**src/rtl/event_readout_ctrl.sv**
```systemverilog
// Acquisition sequencer: arm, trigger edge, post-trigger delay, snapshot latch,
// valid/ready serial readout of the frozen channel words, then holdoff.
`timescale 1ns/1ps
module event_readout_ctrl #(
    parameter int unsigned N_CH      = 16,
    parameter int unsigned WORD_W    = 64,
    parameter int unsigned POST_TRIG = 32,
    parameter int unsigned HOLDOFF   = 8,
    parameter int unsigned CNT_W     = 16
) (
    input  logic                           clk_500,
    input  logic                           rst,
    input  logic                           arm,
    input  logic                           trig_tresh,
    input  logic [N_CH-1:0][WORD_W-1:0]    evento,
    output logic                           event_saved,
    output logic                           busy,
    output logic [WORD_W-1:0]              dout_data,
    output logic [$clog2(N_CH)-1:0]        dout_ch,
    output logic                           dout_valid,
    input  logic                           dout_ready,
    output logic                           dout_last,
    output logic [CNT_W-1:0]               event_count,
    output logic [CNT_W-1:0]               missed_count
);

    localparam int unsigned CH_W    = $clog2(N_CH);
    localparam int unsigned TMR_MAX = (POST_TRIG > HOLDOFF) ? POST_TRIG : HOLDOFF;
    localparam int unsigned TMR_W   = $clog2(TMR_MAX + 1);

    typedef enum logic [2:0] {
        S_IDLE, S_ARMED, S_POST, S_LATCH, S_READ, S_HOLD
    } state_e;

    state_e                       state_q, state_d;
    logic [TMR_W-1:0]             cnt_q, cnt_d;
    logic [CH_W-1:0]              idx_q, idx_d;
    logic [N_CH-1:0][WORD_W-1:0]  shadow_q, shadow_d;
    logic                         trig_q, trig_d;
    logic [CNT_W-1:0]             event_count_q, event_count_d;
    logic [CNT_W-1:0]             missed_count_q, missed_count_d;
    logic                         event_saved_q, event_saved_d;
    logic                         busy_q, busy_d;
    logic                         dout_valid_q, dout_valid_d;
    logic                         dout_last_q, dout_last_d;
    logic [WORD_W-1:0]            dout_data_q, dout_data_d;
    logic [CH_W-1:0]              dout_ch_q, dout_ch_d;

    logic trig_edge;
    logic accept;

    assign trig_edge = trig_tresh & ~trig_q;
    assign accept    = dout_valid_q & dout_ready;
    assign trig_d    = trig_tresh;

    // Sequencer next state, counters, and output registers derived from the next state
    always_comb begin
        state_d        = state_q;
        cnt_d          = cnt_q;
        idx_d          = idx_q;
        shadow_d       = shadow_q;
        event_count_d  = event_count_q;
        missed_count_d = missed_count_q;

        case (state_q)
            S_IDLE: begin
                if (arm) state_d = S_ARMED;
            end
            S_ARMED: begin
                if (!arm) begin
                    state_d = S_IDLE;
                end else if (trig_edge) begin
                    state_d = S_POST;
                    cnt_d   = TMR_W'(POST_TRIG - 1);
                end
            end
            S_POST: begin
                if (cnt_q == '0) state_d = S_LATCH;
                else             cnt_d   = cnt_q - TMR_W'(1);
            end
            S_LATCH: begin
                shadow_d = evento;
                idx_d    = '0;
                state_d  = S_READ;
            end
            S_READ: begin
                if (accept) begin
                    if (idx_q != CH_W'(N_CH - 1)) begin
                        idx_d = idx_q + CH_W'(1);
                    end else begin
                        if (event_count_q != {CNT_W{1'b1}})
                            event_count_d = event_count_q + CNT_W'(1);
                        cnt_d   = TMR_W'(HOLDOFF - 1);
                        state_d = S_HOLD;
                    end
                end
            end
            S_HOLD: begin
                if (cnt_q == '0) state_d = arm ? S_ARMED : S_IDLE;
                else             cnt_d   = cnt_q - TMR_W'(1);
            end
            default: state_d = S_IDLE;
        endcase

        // Edges arriving mid-sequence are only counted, never restart the sequence
        if (trig_edge && (state_q inside {S_POST, S_LATCH, S_READ, S_HOLD}) &&
            (missed_count_q != {CNT_W{1'b1}}))
            missed_count_d = missed_count_q + CNT_W'(1);

        event_saved_d = (state_d == S_LATCH);
        busy_d        = !(state_d inside {S_IDLE, S_ARMED});
        dout_valid_d  = (state_d == S_READ);
        dout_ch_d     = dout_valid_d ? idx_d : '0;
        dout_data_d   = dout_valid_d ? shadow_d[idx_d] : '0;
        dout_last_d   = dout_valid_d && (idx_d == CH_W'(N_CH - 1));
    end

    always_ff @(posedge clk_500) begin
        if (rst) begin
            state_q        <= S_IDLE;
            cnt_q          <= '0;
            idx_q          <= '0;
            shadow_q       <= '0;
            trig_q         <= 1'b0;
            event_count_q  <= '0;
            missed_count_q <= '0;
            event_saved_q  <= 1'b0;
            busy_q         <= 1'b0;
            dout_valid_q   <= 1'b0;
            dout_last_q    <= 1'b0;
            dout_data_q    <= '0;
            dout_ch_q      <= '0;
        end else begin
            state_q        <= state_d;
            cnt_q          <= cnt_d;
            idx_q          <= idx_d;
            shadow_q       <= shadow_d;
            trig_q         <= trig_d;
            event_count_q  <= event_count_d;
            missed_count_q <= missed_count_d;
            event_saved_q  <= event_saved_d;
            busy_q         <= busy_d;
            dout_valid_q   <= dout_valid_d;
            dout_last_q    <= dout_last_d;
            dout_data_q    <= dout_data_d;
            dout_ch_q      <= dout_ch_d;
        end
    end

    assign event_saved  = event_saved_q;
    assign busy         = busy_q;
    assign dout_valid   = dout_valid_q;
    assign dout_last    = dout_last_q;
    assign dout_data    = dout_data_q;
    assign dout_ch      = dout_ch_q;
    assign event_count  = event_count_q;
    assign missed_count = missed_count_q;

endmodule
```
**config.mk**
```make
export PLATFORM = sky130hd
export DESIGN_NAME = event_readout_ctrl
export DESIGN_NICKNAME = d
export VERILOG_FILES = /design/src/rtl/event_readout_ctrl.sv
export SDC_FILE = /design/constraint.sdc
export NUM_CORES = 2
export LEC_CHECK = 0
export BUFFER_PORTS_ARGS = -buffer_cell sky130_fd_sc_hd__buf_2
export CORE_AREA = 2 2 444 446
export CTS_BUF_LIST = sky130_fd_sc_hd__clkbuf_8
export CTS_CLUSTER_SIZE = 14
export DETAILED_ROUTE_END_ITERATION = 10
export DIE_AREA = 0 0 446 448
export PLACE_DENSITY = 0.46
export SYNTH_ARGS = -nofsm -noshare
export SYNTH_HDL_FRONTEND = slang
export SYNTH_SLANG_ARGS = --single-unit
```
**constraint.sdc**
```tcl
create_clock -name clk_500 -period 3.5 [get_ports clk_500]
set_input_delay 0.525 -clock clk_500 [delete_from_list [all_inputs] [get_ports clk_500]]
set_output_delay 0.525 -clock clk_500 [all_outputs]
set_load 0.02 [all_outputs]
```
## After elaboration in Yosys (flattened, before gate mapping)

Cells that the tools add are included.

| cells by class | value |
|---|---|
| $add $sub $neg | 4 |
| $lt $le $gt $ge | 1 |
| equality and inequality tests | 17 |
| muxes and demuxes | 21 |
| bitwise operators | 5 |
| reduce and logical (&&, ||, !) cells | 14 |

Operator list:

| kind | number |
|---|---|
| 2-to-1 mux 1024 bit | 1 |
| binary-select mux 64 bit (select 4 bit) | 1 |
| 2-to-1 mux 64 bit | 1 |
| adder 16 x 1 -> 16 bit (second input constant) | 2 |
| inequality test 16 bit (second input constant) | 2 |
| 2-to-1 mux 6 bit | 5 |
| 2-to-1 mux 3 bit | 7 |
| case mux 3 bit (6 select lines) | 1 |
| case mux 6 bit (3 select lines) | 1 |
| inequality test 2 bit (second input constant) | 5 |
| == test 3 x 2 -> 1 bit (second input constant) | 3 |
| == test 3 bit (second input constant) | 3 |
| 2-to-1 mux 4 bit | 2 |
| case mux 4 bit (2 select lines) | 1 |
| == test 3 x 1 -> 1 bit (second input constant) | 2 |
| logical NOT 3 bit | 2 |
| logical NOT 6 bit | 1 |
| AND reduction 6 bit | 1 |
| subtractor 6 x 1 -> 6 bit (second input constant) | 1 |
| less-than comparator 4 x 5 -> 1 bit (second input constant) | 1 |
| adder 4 x 1 -> 4 bit (second input constant) | 1 |
| == test 4 bit (second input constant) | 1 |
| inequality test 4 bit (second input constant) | 1 |
| AND reduction 4 bit | 1 |
| other kinds (9) | 15 |

| storage, ports and cells | value |
|---|---|
| flip-flop bits (word level) | 1142 |
| input port bits | 1029 |
| output and inout bits | 104 |
| word-level logic and storage cells | 90 |

## Longest topological paths before layout

| depth | value |
|---|---|
| depth after elaboration | 8 |
| mapped depth | 12 |
| gate-level depth less buffers | 9 |

## Worst setup path before layout

Ideal clock, no wire load.

| path | value |
|---|---|
| kind | register to register |
| start point | register idx_q[1] |
| end point | register dout_data_q[10], in the netlist dout_data[10] |
| setup time | 128 ps |
| arrival time | 2432 ps |
| data required time | 3372 ps |
| path slack | 940 ps |
| cell stages (with the launch flop) | 11 |
| path buffers | 2 |
| clock period less this slack | 2560 ps |
| path through | dfxtp_1 ha_1 and3_1 clkbuf_1 a21oi_1 a2111oi_1 nand3b_1 nor3_2 clkbuf_1 nand3_1 nand4_1 |

| between the ends | value |
|---|---|
| word-level cells in the longest chain between the ends | 7 |
| elaborated cells between the ends (all ways) | 13 |
| those cells by class | add/sub: 1; eq/ne: 2; mux: 8; bitwise: 1; reduce/logical: 1 |

RTL lines:

| element | RTL line | text |
|---|---|---|
| from (decl) | 37 | `logic [CH_W-1:0] idx_q, idx_d;` |
| from (signal assigned) | 136 | `idx_q <= idx_d;` |
| branches (longest 7 deep; another with adder 4 x 1 -> 4 bit) | n/a |  |
| to (signal assigned) | 145 | `dout_data_q <= dout_data_d;` |
| to (decl) | 46 | `logic [WORD_W-1:0] dout_data_q, dout_data_d;` |

Several ways; the timed one is not identified. The select of a mux whose other input is x is not followed.
A chain may end at the register's enable or synchronous reset.

## Final worst setup path

| path | value |
|---|---|
| start point | register cnt_q[0] |
| end point | register dout_data_q[24], in the netlist dout_data[24] |

| between the ends | value |
|---|---|
| word-level cells in the longest chain between the ends | 6 |
| elaborated cells between the ends (all ways) | 7 |
| those cells by class | eq/ne: 1; mux: 3; bitwise: 1; reduce/logical: 2 |

RTL lines:

| element | RTL line | text |
|---|---|---|
| from (decl) | 36 | `logic [TMR_W-1:0] cnt_q, cnt_d;` |
| from (signal assigned) | 135 | `cnt_q <= cnt_d;` |
| logical NOT 6 bit * | 78, 99 |  |
| 2-to-1 mux 3 bit, on equally long branches | 99, 78 |  |
| case mux 3 bit (6 select lines) * | 65 | `case (state_q)` |
| == test 3 bit * | 112 | `dout_valid_d = (state_d == S_READ);` |
| NOT 1 bit (no line) * | n/a |  |
| OR reduction 2 bit (no line) * | n/a |  |

Mark *: on every way between the ends. The rest lies on a longest branch, timed or not.

==> results.md <==
Clock tree:
- Clock tree synthesis inserted a total of 210 buffers.
- The clock net sink count is 1142.
- The CTS tree is done.
- After clock tree synthesis, the clock-pin slew on the worst setup and hold paths is 0.06 ns.
- The later-pin clock latency in the skew report is 1.00 ns.
- CTS built an H-tree with a depth of 4.
- The worst-case clock buffer depth is 3.
- The root buffer cell chosen for the clock tree is clkbuf_8.

Cells and area:
- The synthesis-to-layout area growth is 48.7%.
- Summing all multi-input logic gate instances after layout gives 25200 um^2.
- The fraction of final layout cells sized beyond drive strength 1 is 18.6%.
- The register area is 22900 um^2.
- The final-layout fill cell count is 20282.
- At the end of the flow the core is filled with cells to 38.6%.
- The final layout contains 10170 nets.

Floorplanning:
- The number of standard-cell rows in the floorplan is 162.
- The core area is 195000 um^2.
- The initial utilization of the core area, before any placement, comes to 26.0%.
- The top-level port count is 1133.
- In this run the vertical extent of the chip is 448 um.
- Measured along the x axis, the die boundary spans 446 um.
- The die covers 200000 um^2.

Global routing:
- The initial antenna violation count was 80.
- The via count of the first global-routing pass is 58245.
- The total overflow left after global routing is 0.
- Global routing used 28.3% of the available tracks.
- The maximum number of pins on one net before global-route repair is 182.
- The first global-routing pass estimated 409000 um of wire.

Worst setup path:
- In this run the worst setup path begins at cnt_q[0]$_SDFFE_PP0P_.
- At the worst endpoint, the arrival time is 4.43 ns.
- The worst reg2reg path depth is 11.
- The path type of the worst setup path is register to register.
- The last element of the critical path is dout_data[24]$_SDFF_PP0_.
- Of all nets on the critical path, the largest fanout is 54.
- The setup check on the worst reg-to-reg path leaves a slack of 0.002 ns.
- The endpoint identified for the worst register-to-register timing path is dout_data[24]$_SDFF_PP0_.
- The data required time of the critical path is 4.43 ns.
- The start of the worst register-to-register path is cnt_q[0]$_SDFFE_PP0P_.
- STA classifies the critical path startpoint as a register.
- The kind of end point of the critical path is a register.

Timing:
- Timing would allow up to 0.286 GHz.
- The final critical path takes up 100% of the cycle.
- The number of setup violations in the final report is 0.
- Summed over all failing endpoints, the final setup total negative slack is 0 ns.
- Clock skew on the completed layout was measured at 0.0590 ns.
- The headroom to the max-slew limit is 32.4%.
- Setup repair after global routing could not meet its margin everywhere.
- The transition at the pin with the smallest max-transition slack is 1.01 ns.
- The number of hold-slack violations in the final timing report is 0.
- The final count of pins violating max slew is 0.
- The routed design could run at a clock period as short as 3.50 ns.

Synthesis:
- For this run, the register share of the synthesized area comes to 45.3%.
- The area of the mapped netlist is 50500 um^2.
- The number of nets handed over by synthesis was 8093.
- In this run, synthesis produced a sequential element count of 1142.
- The yosys synthesis warning count is 0.
- In this run, distinct cell masters in the synthesized netlist total 51.
- The number of enable-type register cells in the synthesized netlist is 0.
- The number of instances in the synthesized netlist is 7060.
- The most frequently used flop master after synthesis is dfxtp_1.
- Of all flip-flops after synthesis, the portion carrying an async set or reset was 0%.
- The mean cell area of the mapped netlist is 7.15 um^2.

Place:
- The weighted congestion at the end of routability-driven global placement is 0.903.
- The number of port buffers is 1132.
- Detailed placement finished with a half-perimeter wire length of 216000 um.

Route:
- Before antenna repair, the detailed router went through 6 iterations.
- The vias per cell is 5.06.
- The number of antenna-violating nets in the routed design is 0.
- The final route contains 60189 vias.
- The total wirelength of the detailed-routed design is 297000 um.
- After detailed routing, the number of remaining DRC violations is 0.
- The first routing iteration left 5098 violations.
- The detailed-route wire length per cell is 25.0 um.

Outcome:
- The run finished with clean final reports.

Pwr:
- In this run the static leakage power is 29.0 nW.
- The areal power density over the cells is 421 nW/um^2.
- The worst IR drop on VDD is 0.342 mV.

Flow run:
- The number of max-cap violations is 0.

Hold path:
- The class of the tightest hold or removal check is primary input to register.
-- synthesized netlist by cell type (66+ instances only) --
| library cell | count | area (um^2) |
|---|---|---|
| and3_1 | 70 | 438 |
| a211oi_1 | 66 | 495 |
| o21ai_0 | 144 | 721 |
| dfxtp_1 | 1142 | 22900 |
| nand4_1 | 134 | 838 |
| nor2_1 | 182 | 683 |
| a21oi_1 | 1109 | 5550 |
| nand3_1 | 266 | 1330 |
| nor3_1 | 137 | 686 |
| clkbuf_1 | 428 | 1610 |
| nand2_1 | 2632 | 9880 |
| buf_2 | 142 | 711 |
| o22ai_1 | 128 | 801 |
| mux2i_1 | 130 | 1300 |
-- what timing repair did --
item | in CTS | in global routing
buffers inserted | 0 | 6
hold endpoints to repair | 1039 | 0
setup endpoints to repair | 8 | 24
gates resized for setup | 9 | 3
hold buffers | 1080 | 0
-- kinds of logic (layout without fill, tap and decap cells) --
logic type,count (synthesis),in the layout,share of synthesized area [%]
other,0,55,0
multiplexers,131,131,2.60
buffers and inverters,626,2866,5.12
AND/OR/NAND/NOR,3474,3474,28.2
adder cells (fa/ha/maj),4,4,0.0991
XOR/XNOR,19,19,0.330
AO/OA/AOI/OAI,1664,1664,18.4
flip-flops,1142,1142,45.3
-- metal layers --
| metal | share of wire (%) | vias up | GRT usage, % | wire, um |
|---|---|---|---|---|
| met1 | 39 | 28573 | 33.2 | 115000 |
| met5 | 0.047 | - | 0 | 141 |
| met2 | 47 | 2718 | 47.1 | 141000 |
| met4 | 7.4 | 24 | 19.4 | 22100 |
| li1 | - | 28070 | - | - |
| met3 | 6.4 | 804 | 5.11 | 19000 |
-- registers in the layout (all words and copies together) (netlist names) --
name and flops:
busy 1, idx_q 4, state_q 3, cnt_q 6, dout_last 1, trig_q 1
shadow_q 1024, dout_data 64, dout_ch 4, event_saved 1, event_count 16, dout_valid 1
missed_count 16
-- final cells by class --
class	instances	area share, %
multi-input combinational	5292	33.6
sequential	1142	30.4
timing repair buffer	2475	25.6
clock buffer	264	4.84
tap	2542	4.24
clock inverter	111	1.05
antenna	55	0.183
inverter	16	0.0800
-- worst min path at each step --
stage                             startpoint                       end  slack [ns]  depth (start not counted)
floorplan           shadow_q[126]$_SDFF_PP0_  shadow_q[126]$_SDFF_PP0_        0.43                          2
global placement    shadow_q[574]$_SDFF_PP0_  shadow_q[574]$_SDFF_PP0_        0.44                          2
detailed placement  shadow_q[574]$_SDFF_PP0_  shadow_q[574]$_SDFF_PP0_        0.45                          2
CTS                                      arm     cnt_q[3]$_SDFFE_PP0P_        0.02                          4
global route                             arm     cnt_q[3]$_SDFFE_PP0P_        0.09                          4
finish                                   arm     cnt_q[3]$_SDFFE_PP0P_        0.14                          4
-- worst max-delay path, stage by stage (launching register included) --
cell       delay (ns)
dfxtp_1          0.34
inv_1            0.07
ha_1             0.18
or4b_1           0.52
nor4_1           0.28
a2111oi_1        0.10
buf_4            0.17
nand3b_1         0.30
nor3_4           0.31
buf_12           0.34
nand3_1          0.55
nand4_1          0.24
-- report_power, final --
part	internal (mW)	switching [mW]	total, mW
Combinational	1.92	2.31	4.23
Sequential	13.4	0.216	13.6
Clock	7.34	6.42	13.8
-- cells in the final DEF, fill, tap and decap left out, types with 134 or more instances in the layout --
cell | Yosys | layout
nand3_1 | 266 | 258
dlygate4sd3_1 | 0 | 1080
nand4_1 | 134 | 134
buf_2 | 142 | 1131
buf_4 | 3 | 202
nand2_1 | 2632 | 2632
dfxtp_1 | 1142 | 1142
a21oi_1 | 1109 | 1109
nor3_1 | 137 | 135
nor2_1 | 182 | 180
clkbuf_8 | 0 | 264
-- metrics by stage --
| step | cell area (um^2) | hold slack (ns) | cells | setup slack [ns] | power, mW |
|---|---|---|---|---|---|
| after detailed placement | 59600 | 0.445 | 10381 | -0.264 | 17.1 |
| after floorplan | 50500 | 0.433 | 7060 | 0.940 | 15.4 |
| after CTS | 74900 | 0.0168 | 11836 | 0.0141 | 31.8 |
| after global placement | 59600 | 0.441 | 10381 | -0.275 | 17.1 |
| final | 75100 | 0.135 | 11897 | 0.00152 | 31.6 |
| after global routing | 75000 | 0.0875 | 11878 | -0.109 | 32.8 |
Note: power is estimated with default switching activity, not from simulation.
